--- src/rtl/ppu_pkg.sv ---
`default_nettype none
// ============================================================================
//  Module   : ppu_pkg
//  Brief    : Shared PPU types and constants for the OAM sprite search.
//             Holds the sprite buffer entry layout and the line-match helper.
//  Revision : 1.0  initial release
// ============================================================================
package ppu_pkg;

  localparam logic [15:0] OAM_BASE     = 16'hFE00;
  localparam int          OAM_ENTRIES  = 40;
  localparam int          OBJ_LINE_MAX = 10;
  localparam int          MODE2_CYCLES = 80;

  typedef struct packed {
    logic [7:0] x;
    logic [3:0] row;
    logic [5:0] oam_idx;
  } sprite_entry_t;

  typedef enum logic [1:0] {
    ST_IDLE = 2'd0,
    ST_SCAN = 2'd1,
    ST_DONE = 2'd2
  } scan_state_t;

  // Returns {hit, row}. Everything is 9-bit so that Y+16 and LY+16 never wrap.
  function automatic logic [4:0] obj_match(input logic [7:0] ly,
                                           input logic [7:0] y,
                                           input logic       tall);
    logic [8:0] line;
    logic [8:0] top;
    logic [8:0] bottom;
    logic [3:0] row;
    line   = {1'b0, ly} + 9'd16;
    top    = {1'b0, y};
    bottom = top + (tall ? 9'd16 : 9'd8);
    row    = 4'(line - top);
    return {(line >= top) && (line < bottom), row};
  endfunction

endpackage
`default_nettype wire

--- src/rtl/ppu_oam_scan_if.sv ---
`default_nettype none
// ============================================================================
//  Module   : ppu_oam_scan_if
//  Brief    : OAM RAM read port seen by the sprite search. The scanner is the
//             master (issues strobe and address), OAM RAM is the slave and
//             returns {X, Y} one cycle after the strobe.
//  Revision : 1.0  initial release
// ============================================================================
interface ppu_oam_scan_if;
  logic        oam_rd_en;
  logic [7:0]  oam_addr;
  logic [15:0] oam_rdata;

  modport master (output oam_rd_en, output oam_addr, input  oam_rdata);
  modport slave  (input  oam_rd_en, input  oam_addr, output oam_rdata);
endinterface
`default_nettype wire

--- src/rtl/ppu_sprite_buf.sv ---
`default_nettype none
// ============================================================================
//  Module   : ppu_sprite_buf
//  Brief    : Per-line sprite buffer with clear, push and combinational read.
//             Pushes beyond MAX_SPRITES are ignored.
//             Config macro OAM_SCAN_X_SORT_EN: when defined, each push is an
//             insertion that keeps the slots sorted by X ascending (stable on
//             equal X); otherwise pushes append in discovery order.
//  Revision : 1.0  initial release
// ============================================================================
module ppu_sprite_buf
  import ppu_pkg::*;
#(
  parameter int MAX_SPRITES = OBJ_LINE_MAX
) (
  input  wire logic          clk,
  input  wire logic          rst,
  input  wire logic          clear,
  input  wire logic          push,
  input  wire sprite_entry_t push_entry,
  input  wire logic [3:0]    rd_idx,
  output sprite_entry_t      rd_entry,
  output logic [3:0]         count
);

  localparam logic [3:0] C_MAX = 4'(MAX_SPRITES);

  sprite_entry_t slots_q [MAX_SPRITES];
  sprite_entry_t prev    [MAX_SPRITES];
  logic [3:0]    count_q;
  logic [3:0]    ins_pos;
  logic          store;

  assign store = push && (count_q < C_MAX);

  // Neighbour below each slot, used when an insertion shifts entries up.
  for (genvar k = 0; k < MAX_SPRITES; k++) begin : g_prev
    if (k == 0) begin : g_head
      assign prev[k] = '0;
    end else begin : g_tail
      assign prev[k] = slots_q[k-1];
    end
  end

  // Slot the new entry lands in: the tail, or after every stored X <= new X.
  always_comb begin
    ins_pos = count_q;
`ifdef OAM_SCAN_X_SORT_EN
    ins_pos = '0;
    for (int k = 0; k < MAX_SPRITES; k++) begin
      if ((4'(k) < count_q) && (slots_q[k].x <= push_entry.x)) begin
        ins_pos = ins_pos + 4'd1;
      end
    end
`endif
  end

  // Slot storage and fill count; clear wins over push.
  always_ff @(posedge clk) begin
    if (rst || clear) begin
      count_q <= '0;
      for (int k = 0; k < MAX_SPRITES; k++) slots_q[k] <= '0;
    end else if (store) begin
      count_q <= count_q + 4'd1;
      for (int k = 0; k < MAX_SPRITES; k++) begin
        if (4'(k) == ins_pos)     slots_q[k] <= push_entry;
        else if (4'(k) > ins_pos) slots_q[k] <= prev[k];
      end
    end
  end

  assign rd_entry = (rd_idx < C_MAX) ? slots_q[rd_idx] : '0;
  assign count    = count_q;

endmodule
`default_nettype wire

--- src/rtl/ppu_oam_scan.sv ---
`default_nettype none
// ============================================================================
//  Module   : ppu_oam_scan
//  Brief    : PPU mode-2 sprite search. Walks the 40 OAM entries (read cycle
//             then evaluate cycle each), keeps the first MAX_SPRITES that
//             overlap the latched scanline and exposes them to the fetcher.
//             Config macro OAM_SCAN_X_SORT_EN selects X-sorted buffer order
//             (see ppu_sprite_buf); default is OAM order.
//  Revision : 1.0  initial release
// ============================================================================
module ppu_oam_scan
  import ppu_pkg::*;
#(
  parameter int NUM_ENTRIES = OAM_ENTRIES,
  parameter int MAX_SPRITES = OBJ_LINE_MAX,
  parameter int CYC_PER_ENT = 2
) (
  input  wire logic          clk,
  input  wire logic          rst,
  input  wire logic          start,
  input  wire logic [7:0]    ly,
  input  wire logic          obj_tall,
  input  wire logic          dma_active,
  ppu_oam_scan_if.master     oam,
  output logic               busy,
  output logic               done,
  output logic [3:0]         spr_count,
  input  wire logic [3:0]    rd_idx,
  output sprite_entry_t      rd_entry
);

  localparam int             PH_W     = (CYC_PER_ENT > 2) ? $clog2(CYC_PER_ENT) : 1;
  localparam logic [PH_W-1:0] LAST_PH  = PH_W'(CYC_PER_ENT - 1);
  localparam logic [PH_W-1:0] EVAL_PH  = PH_W'(1);
  localparam logic [5:0]     LAST_ENT = 6'(NUM_ENTRIES - 1);

  scan_state_t     state_q, state_d;
  logic [5:0]      ent_q, ent_d;
  logic [PH_W-1:0] phase_q, phase_d;
  logic [7:0]      ly_q, ly_d;
  logic            tall_q, tall_d;
  logic            buf_clear;
  logic            buf_push;
  logic            eval;
  logic [4:0]      match;
  sprite_entry_t   cand;

  // Scan state, entry counter and the per-line parameters captured at start.
  always_ff @(posedge clk) begin
    if (rst) begin
      state_q <= ST_IDLE;
      ent_q   <= '0;
      phase_q <= '0;
      ly_q    <= '0;
      tall_q  <= 1'b0;
    end else begin
      state_q <= state_d;
      ent_q   <= ent_d;
      phase_q <= phase_d;
      ly_q    <= ly_d;
      tall_q  <= tall_d;
    end
  end

  // Data read in the previous cycle is judged here; DMA masks every hit.
  assign eval  = (state_q == ST_SCAN) && (phase_q == EVAL_PH);
  assign match = obj_match(ly_q, oam.oam_rdata[7:0], tall_q);
  assign cand  = '{x: oam.oam_rdata[15:8], row: match[3:0], oam_idx: ent_q};

  // Next state; a start in any state (re)begins the line from entry 0.
  always_comb begin
    state_d   = state_q;
    ent_d     = ent_q;
    phase_d   = phase_q;
    ly_d      = ly_q;
    tall_d    = tall_q;
    buf_clear = 1'b0;
    buf_push  = 1'b0;
    if (start) begin
      state_d   = ST_SCAN;
      ent_d     = '0;
      phase_d   = '0;
      ly_d      = ly;
      tall_d    = obj_tall;
      buf_clear = 1'b1;
    end else begin
      case (state_q)
        ST_SCAN: begin
          buf_push = eval && match[4] && !dma_active;
          if (phase_q == LAST_PH) begin
            phase_d = '0;
            if (ent_q == LAST_ENT) begin
              state_d = ST_DONE;
              ent_d   = '0;
            end else begin
              ent_d = ent_q + 6'd1;
            end
          end else begin
            phase_d = phase_q + PH_W'(1);
          end
        end
        ST_DONE: state_d = ST_IDLE;
        default: state_d = ST_IDLE;
      endcase
    end
  end

  assign busy          = (state_q == ST_SCAN);
  assign done          = (state_q == ST_DONE);
  assign oam.oam_rd_en = (state_q == ST_SCAN) && (phase_q == '0);
  assign oam.oam_addr  = {ent_q, 2'b00};

  ppu_sprite_buf #(
    .MAX_SPRITES (MAX_SPRITES)
  ) u_buf (
    .clk        (clk),
    .rst        (rst),
    .clear      (buf_clear),
    .push       (buf_push),
    .push_entry (cand),
    .rd_idx     (rd_idx),
    .rd_entry   (rd_entry),
    .count      (spr_count)
  );

endmodule
`default_nettype wire

--- src/flat_wrapper.sv ---
// flat-port wrapper written by rule: the top's interface ports become plain ports
module ppu_oam_scan_flat import ppu_pkg::*;
#(
  parameter int NUM_ENTRIES = OAM_ENTRIES,
  parameter int MAX_SPRITES = OBJ_LINE_MAX,
  parameter int CYC_PER_ENT = 2
)
  (clk, rst, start, ly, obj_tall, dma_active, busy, done, spr_count, rd_idx, rd_entry, oam_oam_rd_en, oam_oam_addr, oam_oam_rdata);
  ppu_oam_scan_if oam_i ();
  input  wire logic clk;
  input  wire logic rst;
  input  wire logic start;
  input  wire logic [7:0] ly;
  input  wire logic obj_tall;
  input  wire logic dma_active;
  output logic busy;
  output logic done;
  output logic [3:0] spr_count;
  input  wire logic [3:0] rd_idx;
  output sprite_entry_t rd_entry;
  output wire logic [$bits(oam_i.oam_rd_en)-1:0] oam_oam_rd_en;
  output wire logic [$bits(oam_i.oam_addr)-1:0] oam_oam_addr;
  input wire logic [$bits(oam_i.oam_rdata)-1:0] oam_oam_rdata;
  assign oam_oam_rd_en = oam_i.oam_rd_en;
  assign oam_oam_addr = oam_i.oam_addr;
  assign oam_i.oam_rdata = oam_oam_rdata;
  ppu_oam_scan #(.NUM_ENTRIES(NUM_ENTRIES), .MAX_SPRITES(MAX_SPRITES), .CYC_PER_ENT(CYC_PER_ENT)) u_core (.clk(clk), .rst(rst), .start(start), .ly(ly), .obj_tall(obj_tall), .dma_active(dma_active), .oam(oam_i), .busy(busy), .done(done), .spr_count(spr_count), .rd_idx(rd_idx), .rd_entry(rd_entry));
endmodule
--- config.mk ---
export PLATFORM = sky130hd
export DESIGN_NAME = ppu_oam_scan_flat
export DESIGN_NICKNAME = d
export VERILOG_FILES = /design/src/rtl/ppu_pkg.sv /design/src/rtl/ppu_oam_scan_if.sv /design/src/rtl/ppu_sprite_buf.sv /design/src/rtl/ppu_oam_scan.sv /design/src/flat_wrapper.sv
export SDC_FILE = /design/constraint.sdc
export NUM_CORES = 1
export LEC_CHECK = 0
export BUFFER_PORTS_ARGS = -buffer_cell sky130_fd_sc_hd__buf_2
export CAP_MARGIN = 10
export CORE_UTILIZATION = 35
export CTS_CLUSTER_DIAMETER = 100
export CTS_CLUSTER_SIZE = 8
export DETAILED_ROUTE_END_ITERATION = 8
export PLACE_DENSITY = 0.57
export SYNTH_ARGS = -nofsm -noshare
export SYNTH_HDL_FRONTEND = slang
export SYNTH_SLANG_ARGS = --single-unit
--- constraint.sdc ---
create_clock -name clk -period 4.36 [get_ports clk]
set_input_delay 0.436 -clock clk [delete_from_list [all_inputs] [get_ports clk]]
set_output_delay 0.436 -clock clk [all_outputs]
set_load 0.1 [all_outputs]
==> results.toml <==
[cells_and_area]
area_growth_pct = 13.3
regArea_um2 = 5850
layout_commonest_cell = "edfxtp_1"
num_antenna_cells = 0
layout-drive-gt1-share_pct = 19.9
multi_input_area_um2 = 4850
stdcell_count = 1439
mostFrequentLayoutCells = "edfxtp_1, nor2_1, nand2_1, a21oi_1, buf_2"
fin_nets = 1091
fillers = 2920

[floorplanning]
core_um2 = 31000
die_area_um2 = 32600
ioPinCount = 66
initial_core_util_pct = 36.0
die_h_um = 180
row_count = 64
die_width_um = 180

[global_routing]
grt_pass1_vias = 8233
grt_pass1_wl_mm = 50.7
antenna_found_initial = 1
grt_max_degree = 73
gr-total-overflow = 0
groute.usage.overall_pct = 20.3

[placed_design]
port_buffers = 63
post-place-cells = 1400
gp_congestion = 0.821
hpwl_mm = 20.9

[cts]
cts_buffers = 29
cts_setup_buffers = 0
htreeDepth = 1
cts_tree = "done"
clkLatencyLatePin_ps = 550
clockBufferDepth = 3
clock_sink_count = 202
cts_root_buf = "clkbuf_16"
cts.clk_slew.worst_paths_ps = 50
ctsResizeCount = 0
cts_hold_buf = 0

[min_path]
min_from = "ly[0]"
hold_depth = 3
holdPathEnd = "u_core.ly_q[0]"
hp-class = "input pin to flop"

[synthesis]
yosysSeqAreaShare_pct = 52.4
ys.warnings.count = 0
synth_area_per_cell_um2 = 11.1
ys_seq_elements = 202
netlist_area_um2 = 11100
synth_cell_types = 48
synth_area_leaders = "edfxtp_1, mux4_2, nor2_1, a21oi_1, dfxtp_1"
syn_inst = 1008
synth_top_area_cell = "edfxtp_1"
synth_top_area_share_pct = 48.5

[worst_setup_path]
ff2ff_setup_slack_ps = 660
crit_path_end_kind = "flop"
r2r_start = "u_core.tall_q"
worstPathRequired_ps = 4750
crit_path_max_fanout = 24
crit_path_start_kind = "flop"
cp_cell_sequence = "inv_1 > ha_1 > inv_1 > fa_1 > nor3_1 > xnor2_1 > ha_1 > o21ai_0 > o22a_1 > o31a_1 > nand3_1 > or3_1 > buf_4 > a21oi_1"
reg2reg_to = "u_core.u_buf.slots_q[7][1]"
critPathArrivalTime_ps = 4090
cp_slowest_stage_delay_ps = 800
worstSetupPathType = "flop to flop"
cp_slowest_cell = "or3_1"
reg2reg_depth = 14

[timing]
rsz0062_at_grt = "false"
clock.fmax_mhz = 270
finalHoldViolations = 0
setup_viol = 0
period_needed_ps = 3700
hold_ws_ps = 126
tns_ps = 0
skew_ps = 23.4
slew_viol_final = 0
maxSlewHeadroom_pct = 27.6
fin_crit_sh_pct = 84.8
tightest_slew_ps = 1080

[power_and_ir_drop]
power_density_nw_per_um2 = 379
leakage_nw = 4.57
irDropWorstVdd_mv = 0.295

[routing]
via_count = 8255
dr.pass1.iters = 5
drt-wirelength-per-cell_um = 23.0
drt-total-wl_mm = 33.2
drt-initial-drc-count = 845
ant_nets = 0
drcViolationCount = 0
vias_per_cell = 5.74

[status]
status = "completed"

[flow_run]
drv_cap = 0
## critical path, delay by kind of cell, from the launching register on
family / cells / cell delay [ps]
AND/OR/NAND/NOR: 3 / 1120
adder cells (fa/ha/maj): 3 / 820
AO/OA/AOI/OAI: 4 / 620
flip-flops: 1 / 320
buffers and inverters: 3 / 500
XOR/XNOR: 1 / 150
## stage by stage
step / util [%] / worst slack (ps) / area (um2) / power, W
after floorplan: - / 178 / 11100 / 0.00264
after global placement: 38.2 / 604 / 11800 / 0.00280
after detailed placement: 38.2 / 577 / 11800 / 0.00280
after CTS: 40.8 / 687 / 12600 / 0.00483
after global routing: 40.8 / 462 / 12600 / 0.00494
final: 40.8 / 662 / 12600 / 0.00479
## metal layers
metal / up-vias / part of all wire [%] / track usage (%)
met5: - / 0.024 / 0
met4: 2 / 2.5 / 5.50
met3: 49 / 7.2 / 3.25
met2: 342 / 48 / 34.3
met1: 4105 / 42 / 27.1
li1: 3757 / - / -
## Yosys cell counts (all sizes together)
library cell / count
a2111o: 1
a2111oi: 3
a211oi: 7
a21boi: 2
a21o: 4
a21oi: 96
a221oi: 18
a22oi: 48
a31oi: 2
and2: 3
and3: 22
buf: 50
clkbuf: 51
conb: 1
dfxtp: 22
edfxtp: 180
fa: 2
ha: 21
inv: 20
mux2: 18
mux2i: 44
mux4: 36
nand2: 107
nand3: 15
nand4: 6
nor2: 133
nor2b: 22
nor3: 22
nor3b: 19
o2111ai: 1
o21a: 1
o21ai: 8
o21ba: 1
o22a: 1
o31a: 1
o31ai: 4
or2: 1
or3: 1
xnor2: 8
xor2: 6
## flip-flops by register name (all words and copies together), names as in the netlist
name,count
u_core.u_buf.count,4
u_core.state_q,2
u_core.ly_q,8
u_core.u_buf.slots_q,180
u_core.ent_q,6
u_core.tall_q,1
u_core.phase_q,1
## report_power, final
group          leakage, nW  switching, W  total [W]  internal [W]
combinational         2.00      0.000374   0.000543      0.000169
sequential            2.19     0.0000457    0.00223       0.00218
clock                0.381      0.000827    0.00202       0.00120
## layout make-up
type                    count  share of cell area, %
clock buffers              37                   5.98
clock inverters             2                  0.228
inverters                  20                  0.594
multi-input cells         686                   38.4
flip-flops and latches    202                   46.3
well taps                 396                   3.92
repair buffers             96                   4.58
## kinds of logic (layout without fill, tap and decap cells)
kind of cell	after synthesis	in the layout	share of synthesized area, %
AND/OR/NAND/NOR	351	351	14.2
flip-flops	202	202	52.4
AO/OA/AOI/OAI	198	198	11.5
buffers and inverters	121	155	4.92
multiplexers	98	98	13.0
adder cells (fa/ha/maj)	23	23	2.72
XOR/XNOR	14	14	1.10
other	1	2	0.0336
## how the worst max path moves through the flow
stage	from	to	slack (ps)	cells after the start
4_1_cts	u_core.tall_q	u_core.u_buf.slots_q[5][0]	690	14
2_1_floorplan	oam_oam_rdata[3]	u_core.u_buf.slots_q[1][0]	180	13
5_1_grt	u_core.tall_q	u_core.u_buf.slots_q[7][14]	460	14
3_5_place_dp	oam_oam_rdata[3]	u_core.u_buf.slots_q[5][13]	580	14
6_report	u_core.tall_q	u_core.u_buf.slots_q[7][1]	660	14
3_3_place_gp	oam_oam_rdata[3]	u_core.u_buf.slots_q[5][16]	600	14
No activity file was read; power rests on OpenSTA's default activity.
